### src/rtl/mem_arb_pkg.sv
// Shared definitions for the byte-wide memory arbiter.
// Latency: n/a (types, constants and a pure helper function only).
// Backpressure: n/a.
package mem_arb_pkg;

    typedef enum logic [1:0] {
        ST_IDLE = 2'd0,
        ST_RD   = 2'd1,
        ST_WR   = 2'd2
    } state_t;

    // Request length codes; 2'b11 is folded onto the 4-byte case.
    localparam logic [1:0] LEN_1B = 2'b00;
    localparam logic [1:0] LEN_2B = 2'b01;
    localparam logic [1:0] LEN_4B = 2'b10;

    // IO region: address bits [17:16] == 2'b11.
    localparam int         IO_MSB = 17;
    localparam int         IO_LSB = 16;
    localparam logic [1:0] IO_TAG = 2'b11;

    // Address driven whenever no byte is being issued.
    localparam logic [31:0] SAFE_ADDR = 32'h0000_0000;

    function automatic logic [2:0] len_bytes(input logic [1:0] len);
        case (len)
            LEN_1B:  return 3'd1;
            LEN_2B:  return 3'd2;
            LEN_4B:  return 3'd4;
            default: return 3'd4;
        endcase
    endfunction

endpackage

### src/rtl/arb_select.sv
// Picks one requester: fixed priority (highest index) or round-robin after ptr.
// Latency: purely combinational, no state.
// Backpressure: none; masked requesters are treated as not requesting.
// Ports: req/mask per channel in, ptr = last granted channel (round-robin only),
//        gnt one-hot winner, idx its index, any = a winner exists.
module arb_select #(
    parameter int NUM_CH   = 2,
    parameter int ARB_MODE = 0,
    parameter int CH_W     = (NUM_CH > 1) ? $clog2(NUM_CH) : 1
) (
    input  logic [NUM_CH-1:0] req,
    input  logic [NUM_CH-1:0] mask,
    input  logic [CH_W-1:0]   ptr,
    output logic [NUM_CH-1:0] gnt,
    output logic [CH_W-1:0]   idx,
    output logic              any
);

    logic [NUM_CH-1:0] elig;

    assign elig = req & ~mask;

    always_comb begin
        int c;
        c   = 0;
        idx = '0;
        any = 1'b0;
        if (ARB_MODE == 0) begin
            // Ascending scan: the last hit is the highest index.
            for (int i = 0; i < NUM_CH; i++) begin
                if (elig[i]) begin
                    idx = CH_W'(i);
                    any = 1'b1;
                end
            end
        end else begin
            // Walk the search order backwards so the last hit is ptr+1 first.
            for (int k = NUM_CH; k >= 1; k--) begin
                c = (int'(ptr) + k) % NUM_CH;
                if (elig[c]) begin
                    idx = CH_W'(c);
                    any = 1'b1;
                end
            end
        end
        gnt = '0;
        if (any) begin
            gnt[idx] = 1'b1;
        end
    end

endmodule

### src/rtl/mem_arbiter.sv
// Arbitrates NUM_CH requesters onto a byte-wide RAM/IO bus, serialising 1/2/4-byte LE transfers.
// Latency: read response at grant+L+2, write response at grant+L+1 (L = byte count), rdy pauses add cycles.
// Backpressure: req_ready only in IDLE with rdy high; rdy low freezes issue and forces mem_a/mem_wr to 0.
// Ports: clk, rst_n (async, active-low), rdy; per-channel req_valid/req_we/req_len/req_addr/req_wdata/flush,
//        req_ready/resp_valid out, shared resp_rdata; bus mem_din in, mem_dout/mem_a/mem_wr out.
module mem_arbiter
    import mem_arb_pkg::*;
#(
    parameter int NUM_CH   = 2,
    parameter int ADDR_W   = 32,
    parameter int ARB_MODE = 0
) (
    input  logic                     clk,
    input  logic                     rst_n,
    input  logic                     rdy,
    input  logic [NUM_CH-1:0]        req_valid,
    input  logic [NUM_CH-1:0]        req_we,
    input  logic [2*NUM_CH-1:0]      req_len,
    input  logic [ADDR_W*NUM_CH-1:0] req_addr,
    input  logic [32*NUM_CH-1:0]     req_wdata,
    input  logic [NUM_CH-1:0]        flush,
    output logic [NUM_CH-1:0]        req_ready,
    output logic [NUM_CH-1:0]        resp_valid,
    output logic [31:0]              resp_rdata,
    input  logic [7:0]               mem_din,
    output logic [7:0]               mem_dout,
    output logic [31:0]              mem_a,
    output logic                     mem_wr
);

    localparam int CH_W = (NUM_CH > 1) ? $clog2(NUM_CH) : 1;

    state_t              state;
    logic [CH_W-1:0]     ch_q;
    logic [CH_W-1:0]     rr_ptr;
    logic [2:0]          len_q;
    logic [2:0]          iss;       // bytes already put on the bus
    logic [2:0]          cap;       // bytes already captured from mem_din
    logic                cap_pend;  // mem_din this cycle belongs to lane cap
    logic                we_q;
    logic                io_q;
    logic                bus_vld;   // cur_addr holds a byte still to be issued
    logic [ADDR_W-1:0]   cur_addr;
    logic [31:0]         wdata_q;
    logic [31:0]         rd_buf;
    logic [31:0]         resp_rdata_q;
    logic [7:0]          dout_q;
    logic [NUM_CH-1:0]   resp_vld_q;

    logic [NUM_CH-1:0]   win_oh;
    logic [CH_W-1:0]     win_idx;
    logic                win_any;
    logic                gnt_vld;

    logic [ADDR_W-1:0]   sel_addr;
    logic [1:0]          sel_len;
    logic                sel_we;
    logic [31:0]         sel_wdata;

    logic                iss_fire;
    logic                iss_last;
    logic [2:0]          iss_n;
    logic [2:0]          cap_nxt;
    logic [31:0]         rd_merge;

    arb_select #(
        .NUM_CH   (NUM_CH),
        .ARB_MODE (ARB_MODE),
        .CH_W     (CH_W)
    ) u_sel (
        .req  (req_valid),
        .mask (flush),
        .ptr  (rr_ptr),
        .gnt  (win_oh),
        .idx  (win_idx),
        .any  (win_any)
    );

    assign gnt_vld   = (state == ST_IDLE) && rdy && win_any;
    assign req_ready = gnt_vld ? win_oh : '0;

    assign sel_addr  = req_addr[win_idx*ADDR_W +: ADDR_W];
    assign sel_len   = req_len[win_idx*2 +: 2];
    assign sel_we    = req_we[win_idx];
    assign sel_wdata = req_wdata[win_idx*32 +: 32];

    assign iss_fire  = rdy && bus_vld;
    assign iss_n     = iss + 3'd1;
    assign iss_last  = (iss_n == len_q);
    assign cap_nxt   = cap + {2'b00, cap_pend};

    // Read data including the byte arriving this cycle, so completion can
    // register the full word on the same edge that captures the last lane.
    always_comb begin
        rd_merge = rd_buf;
        if (cap_pend) begin
            rd_merge[{cap[1:0], 3'b000} +: 8] = mem_din;
        end
    end

    // Registered bus state; rdy low only masks it, it never alters it.
    assign mem_a      = iss_fire ? 32'(cur_addr) : SAFE_ADDR;
    assign mem_wr     = iss_fire && we_q;
    assign mem_dout   = dout_q;
    assign resp_valid = resp_vld_q;
    assign resp_rdata = resp_rdata_q;

    always_ff @(posedge clk or negedge rst_n) begin
        if (!rst_n) begin
            state        <= ST_IDLE;
            ch_q         <= '0;
            rr_ptr       <= CH_W'(NUM_CH - 1);
            len_q        <= 3'd0;
            iss          <= 3'd0;
            cap          <= 3'd0;
            cap_pend     <= 1'b0;
            we_q         <= 1'b0;
            io_q         <= 1'b0;
            bus_vld      <= 1'b0;
            cur_addr     <= '0;
            wdata_q      <= 32'h0;
            rd_buf       <= 32'h0;
            resp_rdata_q <= 32'h0;
            dout_q       <= 8'h00;
            resp_vld_q   <= '0;
        end else begin
            resp_vld_q <= '0;
            case (state)
                ST_IDLE: begin
                    if (gnt_vld) begin
                        ch_q     <= win_idx;
                        rr_ptr   <= win_idx;
                        len_q    <= len_bytes(sel_len);
                        we_q     <= sel_we;
                        io_q     <= (sel_addr[IO_MSB:IO_LSB] == IO_TAG);
                        cur_addr <= sel_addr;
                        wdata_q  <= sel_wdata;
                        dout_q   <= sel_we ? sel_wdata[7:0] : 8'h00;
                        bus_vld  <= 1'b1;
                        iss      <= 3'd0;
                        cap      <= 3'd0;
                        cap_pend <= 1'b0;
                        rd_buf   <= 32'h0;
                        state    <= sel_we ? ST_WR : ST_RD;
                    end
                end

                ST_RD: begin
                    // Drain a byte issued last cycle even while paused.
                    if (cap_pend) begin
                        rd_buf <= rd_merge;
                        cap    <= cap + 3'd1;
                    end
                    cap_pend <= iss_fire;
                    if (iss_fire) begin
                        iss <= iss_n;
                        if (iss_last) begin
                            bus_vld <= 1'b0;
                        end else begin
                            cur_addr <= cur_addr + ADDR_W'(1);
                        end
                    end
                    if (flush[ch_q] && !io_q) begin
                        // Speculative read abandoned; in-flight bytes are dropped.
                        state    <= ST_IDLE;
                        bus_vld  <= 1'b0;
                        cap_pend <= 1'b0;
                    end else if (rdy && (cap_nxt == len_q)) begin
                        state          <= ST_IDLE;
                        cap_pend       <= 1'b0;
                        resp_vld_q[ch_q] <= 1'b1;
                        resp_rdata_q   <= rd_merge;
                    end
                end

                ST_WR: begin
                    if (iss_fire) begin
                        iss <= iss_n;
                        if (iss_last) begin
                            bus_vld          <= 1'b0;
                            dout_q           <= 8'h00;
                            state            <= ST_IDLE;
                            resp_vld_q[ch_q] <= 1'b1;
                        end else begin
                            cur_addr <= cur_addr + ADDR_W'(1);
                            dout_q   <= wdata_q[{iss_n[1:0], 3'b000} +: 8];
                        end
                    end
                end

                default: begin
                    state   <= ST_IDLE;
                    bus_vld <= 1'b0;
                end
            endcase
        end
    end

endmodule

### config.mk
export PLATFORM = sky130hd
export DESIGN_NAME = mem_arbiter
export DESIGN_NICKNAME = d
export VERILOG_FILES = /design/src/rtl/mem_arb_pkg.sv /design/src/rtl/arb_select.sv /design/src/rtl/mem_arbiter.sv
export SDC_FILE = /design/constraint.sdc
export NUM_CORES = 1
export LEC_CHECK = 0
export ABC_AREA = 1
export ABC_CLOCK_PERIOD_IN_PS = 2300
export CAP_MARGIN = 20
export CORE_MARGIN = 5
export CORE_UTILIZATION = 40
export CTS_BUF_LIST = sky130_fd_sc_hd__clkbuf_8
export CTS_CLUSTER_SIZE = 24
export DETAILED_ROUTE_END_ITERATION = 10
export PLACE_DENSITY = 0.72
export REMOVE_ABC_BUFFERS = 1
export SETUP_SLACK_MARGIN = 0.1
export SYNTH_ARGS = -nofsm -noshare
export SYNTH_HDL_FRONTEND = slang
export SYNTH_SLANG_ARGS = --single-unit
### constraint.sdc
create_clock -name clk -period 2.3 [get_ports clk]
set_clock_uncertainty 0.1 [all_clocks]
set_input_delay 0.46 -clock clk [delete_from_list [all_inputs] [get_ports clk]]
set_output_delay 0.46 -clock clk [all_outputs]
set_load 0.02 [all_outputs]
==> results.toml, run 1 <==
[run_status]
outcome = "finished clean"

[job]
drv_cap = 0

[die]
ios = 226
die_h_um = 161.4
core_um2 = 22570
start_util_pct = 40.61
die_w_um = 161.4
std_cell_rows = 55
die_area_um2 = 26040

[drt]
dr.first_iter.drc_count = 571
dr_total_vias = 9326
wl_mm = 27.64
antenna_left = 0
first_pass_iters = 5
drc = 0
wl_per_cell_um = 14.84
vias_per_cell = 5.006

[global_route]
grt_util_all_layers_pct = 21.13
use_met3_pct = 5.205
grt_busiest_layer = "met2"
grt_start_max_net_pins = 54
met2_usage_pct = 35.96
grt_remaining_overflow = 0
grt_pass1_vias = 9149
antenna_found_initial = 3
met1_usage_pct = 26.62
grt_pass1_wl_mm = 45.04

[critical_path]
rrSetupSlack_ps = 260
worstSetupPathType = "flop to output port"
critPathMaxFanout = 2
endpoint_kind = "output port"
cp.required_ps = 1740
worstSetupStartpointType = "flop"
r2r_cells = 11
r2r_start = "iss[0]$_DFFE_PN0P_"
crit_arrival_ps = 1620
r2r-end = "cur_addr[26]$_DFFE_PN0P_"

[clocking]
cts_root_buffer = "clkbuf_8"
cts_tree = "done"
cts.path.max_buffers = 2
clock_latency_ps = 460
cts_sinks = 154
numCtsBuffers = 17
cts_htree_levels = 4
clk_pin_slew_ps = 80

[yosys]
synth_top_area_share_pct = 42.04
synth.distinct_cells = 38
synthCells = 1315
avgSynthCellArea_um2 = 6.971
synthFlopType = "dfrtp_1"
yosysSeqAreaShare_pct = 42.04
synth_edf_count = 0
syn_area_um2 = 9166
async_flop_share_pct = 100.0
yosysTopAreaCell = "dfrtp_1"
ys_ff_latch = 154
yosys-top-cells-area = "dfrtp_1 (42%), nand2_1 (17%), nor2_1 (8.9%)"
yosys_warnings = 0
netlist_top_cells_count = "nand2_1 (424), nor2_1 (218), dfrtp_1 (154), inv_1 (109), o21ai_0 (98)"
synth_most_common_cell = "nand2_1"

[finish]
multi_input_area_um2 = 4602
seq_area_um2 = 3854
final_util_pct = 55.75
nNetsFinal = 1726
synthToLayoutAreaGrowth_pct = 37.28
fillCellCount = 2150
drive_above_1_share_pct = 10.79

[placement]
portBuffers = 225
dp_hpwl_mm = 20.70
gp_congestion = 0.9208

[power]
p_sw_mw = 6.307
p_comb_share_pct = 52.7
cellPowerDensity_nw_per_um2 = 1113
pwr-share-seq_pct = 31.6
ir_drop_uv = 554.8
leakagePower_nw = 5.799
swShare_pct = 45.04
intPower_mw = 7.697
pwr-share-clk_pct = 15.7
totalPowerFinal_mw = 14.00

[timing]
finalSetupViolCount = 0
timing.fmax_mhz = 458.4
final_hold_viol_count = 0
slew_viol_final = 0
post-route-period-util_pct = 94.85
fin_crit_ps = 2182
relSlewSlack_pct = 63.00
worst_pin_slew_ps = 555.0
rsz0062_at_grt = "yes"

[worst_hold_path]
min_path_type = "flop to flop"
min_to = "resp_valid[0]$_DFF_PN0_"
hold_start = "ch_q$_DFFE_PN0P_"
worstHoldPathCells = 1
-- kinds of logic (layout without fill, tap and decap cells) --
group / count (synthesis) / count (layout) / share of synthesized area (%)
AOI/OAI and AO/OA: 236 / 236 / 14.74
adders and majority gates: 14 / 14 / 1.911
xor gates and xnor gates: 6 / 6 / 0.5734
other: 0 / 2 / 0
and+or+nand+nor: 717 / 717 / 31.52
muxes: 9 / 9 / 0.9828
DFF: 154 / 154 / 42.04
buffers and inverters: 179 / 440 / 8.231
-- how the worst max path moves through the flow --
stage                              start            to  slack (ps)  cells past startpoint
floorplan                       flush[1]  req_ready[1]        -850                      7
global placement                     rdy     mem_a[17]        -280                      5
detailed placement                   rdy     mem_a[27]        -340                      5
CTS                 state[1]$_DFFE_PN0P_  req_ready[0]          30                      7
global route        state[0]$_DFFE_PN0P_  req_ready[1]          40                     10
finish              state[0]$_DFFE_PN0P_  req_ready[1]         120                     10
-- per-stage QoR --
step | worst slack, ps | area [um^2] | std cells | hold slack, ps | setup TNS, ps
finish | 118.4 | 12580 | 1863 | 362.8 | 0
global route | 44.29 | 12580 | 1863 | 380.0 | 0
detailed placement | -343.1 | 11990 | 1820 | 340.3 | -15120
global placement | -284.1 | 11990 | 1820 | 335.3 | -11940
CTS | 34.63 | 12540 | 1860 | 364.2 | 0
floorplan | -850.0 | 8876 | 1259 | 64.41 | -34490
-- cell usage in the layout (no fill, tap or decap), types with 3 or more instances in the layout --
master and instances:
clkinvlp_4 4, clkdlybuf4s50_1 188, inv_8 3, clkdlybuf4s15_2 17
a21oi_2 13, nand3_1 44, dfrtp_1 154, o22ai_1 46
o21ai_0 98, nand2_2 9, nand2_1 420, buf_6 4
xor2_1 3, a31oi_1 25, clkdlybuf4s15_1 15, clkbuf_8 19
a21oi_1 26, ha_1 12, buf_4 47, nor2_1 217
o21ai_1 22, o21bai_1 3, xnor2_1 3, inv_1 104
buf_12 11, inv_2 13, nor2_2 7, nand4_1 8
inv_6 5, mux2i_1 9
-- state kept, by name (all words and copies together) (netlist names) --
register	flops
cur_addr	32
rd_buf	32
resp_rdata	32
wdata_q	32
mem_dout	8
cap	3
iss	3
len_q	3
resp_valid	2
state	2
bus_vld	1
cap_pend	1
ch_q	1
io_q	1
we_q	1
-- power by group through the flow --
stage | Clock, mW | Combinational (mW) | Sequential (mW)
2_1_floorplan | 0 | 4.11 | 4.59
3_3_place_gp | 0 | 7.15 | 4.44
3_5_place_dp | 0 | 7.30 | 4.46
4_1_cts | 2.24 | 7.37 | 4.42
5_1_grt | 2.35 | 8.23 | 4.55
6_report | 2.20 | 7.38 | 4.43
-- layout make-up --
cell class              instances  share of cell area [%]
diodes                          2                 0.03977
clock buffers                  19                   2.078
clock inverters                13                   1.243
inverters                     123                   3.808
multi-input cells             982                   36.57
flip-flops and latches        154                   30.63
well taps                     285                   2.834
repair buffers                285                   22.80
-- metal layers --
| metal | up-vias | share of wire (%) | wire length (um) |
|---|---|---|---|
| met5 | - | 0.051 | 14 |
| met2 | 285 | 48 | 13140 |
| met4 | 2 | 2.2 | 598 |
| met3 | 39 | 7.0 | 1946 |
| met1 | 4297 | 43 | 11950 |
| li1 | 4703 | - | - |
-- repair_timing --
item,in CTS,in global routing
gates cloned,0,0
endpoints found under the hold margin,48,0
hold buffers,1,0
setup buffers,7,1
pin swaps,2,1
resized for setup,101,12
setup endpoints to repair,67,40
-- critical path, cell delays in order (launching register included) --
cell	delay [ps]
dfrtp_1	410
inv_2	90
ha_4	130
nand2_2	50
inv_2	80
buf_6	110
nand2_8	50
inv_4	50
nand2_2	50
inv_2	50
buf_6	120
(Power assumes the default switching activity.)
==> run 2: changes to the inputs <==
Settings changed: CELL_PAD_IN_SITES_DETAIL_PLACEMENT set to 1, CELL_PAD_IN_SITES_GLOBAL_PLACEMENT set to 1, CORE_UTILIZATION 40 to 36, PLACE_DENSITY 0.72 to 0.87.
==> run 2 against run 1 <==
  * Global-route usage is 1.1 points higher
  * Maximum frequency shrank 0.45%
  * Cell area decreased by 1.5%
  * Core utilization down 6.4 points
  * Via count up 4.4%
  * Setup slack got worse by 9.9 ps
  * Non-clock buffer count did not move
  * Wire length up 17%
  * Critical path type is now primary input to output port
  * Largest cell class unchanged
  * Highest routed layer unchanged
==> results.toml, run 2 (synthesis results as in run 1) <==
[finish]
drive_above_1_share_pct = 11.74
final_util_pct = 49.37
finalNonFillerCells = 1908
fillCellCount = 3258
layout_commonest_cell = "nand2_1"
synthToLayoutAreaGrowth_pct = 35.23
nNetsFinal = 1726
most-common-layout-cells = "nand2_1 (422), nor2_1 (217), clkdlybuf4s50_1 (188)"

[critical_path]
cp.required_ps = 1740
cpPeakStageDelay_ps = 510
rrSetupSlack_ps = 260
crit_chain = "clkdlybuf4s50_1 > nand2_4 > buf_6 > nand2_2 > nand2_4 > inv_6 > nand2_1 > inv_1 > buf_6"
critPathMaxFanout = 3
crit_arrival_ps = 1630
endpoint_kind = "output port"
r2r_cells = 9
worstSetupPathType = "primary input to output port"
critPathTopFamily = "buffers and inverters"
worstSetupStartpointType = "primary input"
crit_slowest_cell = "clkdlybuf4s50_1"
crit_path_end = "req_ready[1]"
crit_start = "req_valid[1]"
worst-path-buf-inv = 5
path_depth = 9
r2r_start = "cap[0]$_DFFE_PN0P_"
r2r-end = "resp_rdata[3]$_DFFE_PN0P_"

[clocking]
cts_root_buffer = "clkbuf_8"
clk_pin_slew_ps = 110
clock_latency_ps = 480
cts_sinks = 154
cts_htree_levels = 4
cts.path.max_buffers = 2
cts_tree = "done"
numCtsBuffers = 17

[global_route]
antenna_found_initial = 1
grt_remaining_overflow = 0
grt_util_all_layers_pct = 22.24
met1_usage_pct = 27.43
grt_busiest_layer = "met2"
met2_usage_pct = 39.76
grt_start_max_net_pins = 53
grt_pass1_wl_mm = 51.98
grt_pass1_vias = 10278
use_met3_pct = 4.566

[job]
drv_cap = 0

[run_status]
outcome = "finished clean"

[die]
start_util_pct = 36.51
die_h_um = 169.6
die_area_um2 = 28750
core_um2 = 25110
ios = 226
die_w_um = 169.6
std_cell_rows = 58

[drt]
vias_per_cell = 5.102
first_pass_iters = 4
dr.first_iter.drc_count = 612
wl_per_cell_um = 16.94
drc = 0
antenna_left = 0
wl_mm = 32.33
dr_total_vias = 9734

[timing]
slew_viol_final = 0
post-route-period-util_pct = 95.28
timing.fmax_mhz = 456.3
setup-tns-final_ps = 0
rsz0062_at_grt = "yes"
final_hold_viol_count = 0
worst_pin_slew_ps = 485.8
worst_slack_ps = 108.4
relSlewSlack_pct = 67.58
fin_crit_ps = 2192
finalSetupViolCount = 0

[placement]
gp_congestion = 0.8891
portBuffers = 225
dp_hpwl_mm = 24.68
place_ws_ps = -280.2
placed_cells = 1868

[worst_hold_path]
worstHoldPathCells = 1
min_path_type = "flop to flop"

[power]
cellPowerDensity_nw_per_um2 = 1135
ir_drop_uv = 568.5
leakagePower_nw = 5.821
totalPowerFinal_mw = 14.06
## run 2: cell count changes in the layout (fill, tap and decap cells not counted), sizes merged
cell / delta
buf: +27
bufinv: -2
clkbuf: +5
clkdlybuf4s15: -31
clkinv: +5
clkinvlp: -2
dlygate4sd2: -1
inv: -1
## run 2: per-stage QoR
stage | cell area, um^2 | hold WS [ps]
after floorplan | 8876 | 64.41
after global placement | 12070 | 281.2
after detailed placement | 12070 | 280.4
after CTS | 12360 | 329.6
after global routing | 12390 | 352.7
final | 12400 | 321.4
## run 2: what timing repair did
action	CTS	global route
pin swaps	3	2
setup endpoints to repair	35	43
endpoints found under the hold margin	28	0
resized for setup	135	16
buffers inserted	3	2
hold buffers	1	0
## run 2: final cells by class
class / instances / area, um^2 / share of cell area, %
Antenna cell: 2 / 5.005 / 0.04038
Clock buffer: 19 / 261.5 / 2.110
Clock inverter: 13 / 110.1 / 0.8883
Inverter: 123 / 471.7 / 3.805
Multi-Input combinational cell: 982 / 4596 / 37.07
Sequential cell: 154 / 3854 / 31.09
Tap cell: 330 / 412.9 / 3.331
Timing Repair Buffer: 285 / 2685 / 21.66
## run 2: worst reg2reg max path, cell delays in order (launching register included)
cell and delay (ps):
dfrtp_1 410, ha_1 220, ha_1 290, nand2_1 80, nand3_1 80, nor2_2 160
nand3_2 170, buf_4 270, nand2_1 110, nand2_1 60
## run 2: power breakdown
group	leakage [nW]	switching (mW)	internal, mW	total (mW)
Clock	0.186	1.17	0.831	2.00
Combinational	3.67	4.69	2.94	7.64
Sequential	1.96	0.774	3.66	4.43
Total	5.82	6.63	7.43	14.1
## run 2: how the worst min path moves through the flow
stage / from / to / slack [ps]
finish: ch_q$_DFFE_PN0P_ / resp_valid[0]$_DFF_PN0_ / 320
global route: rst_n / resp_rdata[3]$_DFFE_PN0P_ / 350
CTS: ch_q$_DFFE_PN0P_ / resp_valid[0]$_DFF_PN0_ / 330
detailed placement: rst_n / resp_rdata[3]$_DFFE_PN0P_ / 280
global placement: rst_n / resp_rdata[4]$_DFFE_PN0P_ / 280
floorplan: rst_n / bus_vld$_DFFE_PN0N_ / 60
## run 2: metal layers
layer  up-vias  part of all wire [%]
met5         -                 0.040
li1       4700                     -
met4         2                   1.7
met1      4762                    42
met2       232                    51
met3        38                   5.3
==> run 3: changes to the inputs <==
Settings changed: SKIP_LAST_GASP set to 1.
==> results of run 3 <==
The final DEF is identical to that of run 2; final timing and power are the same.
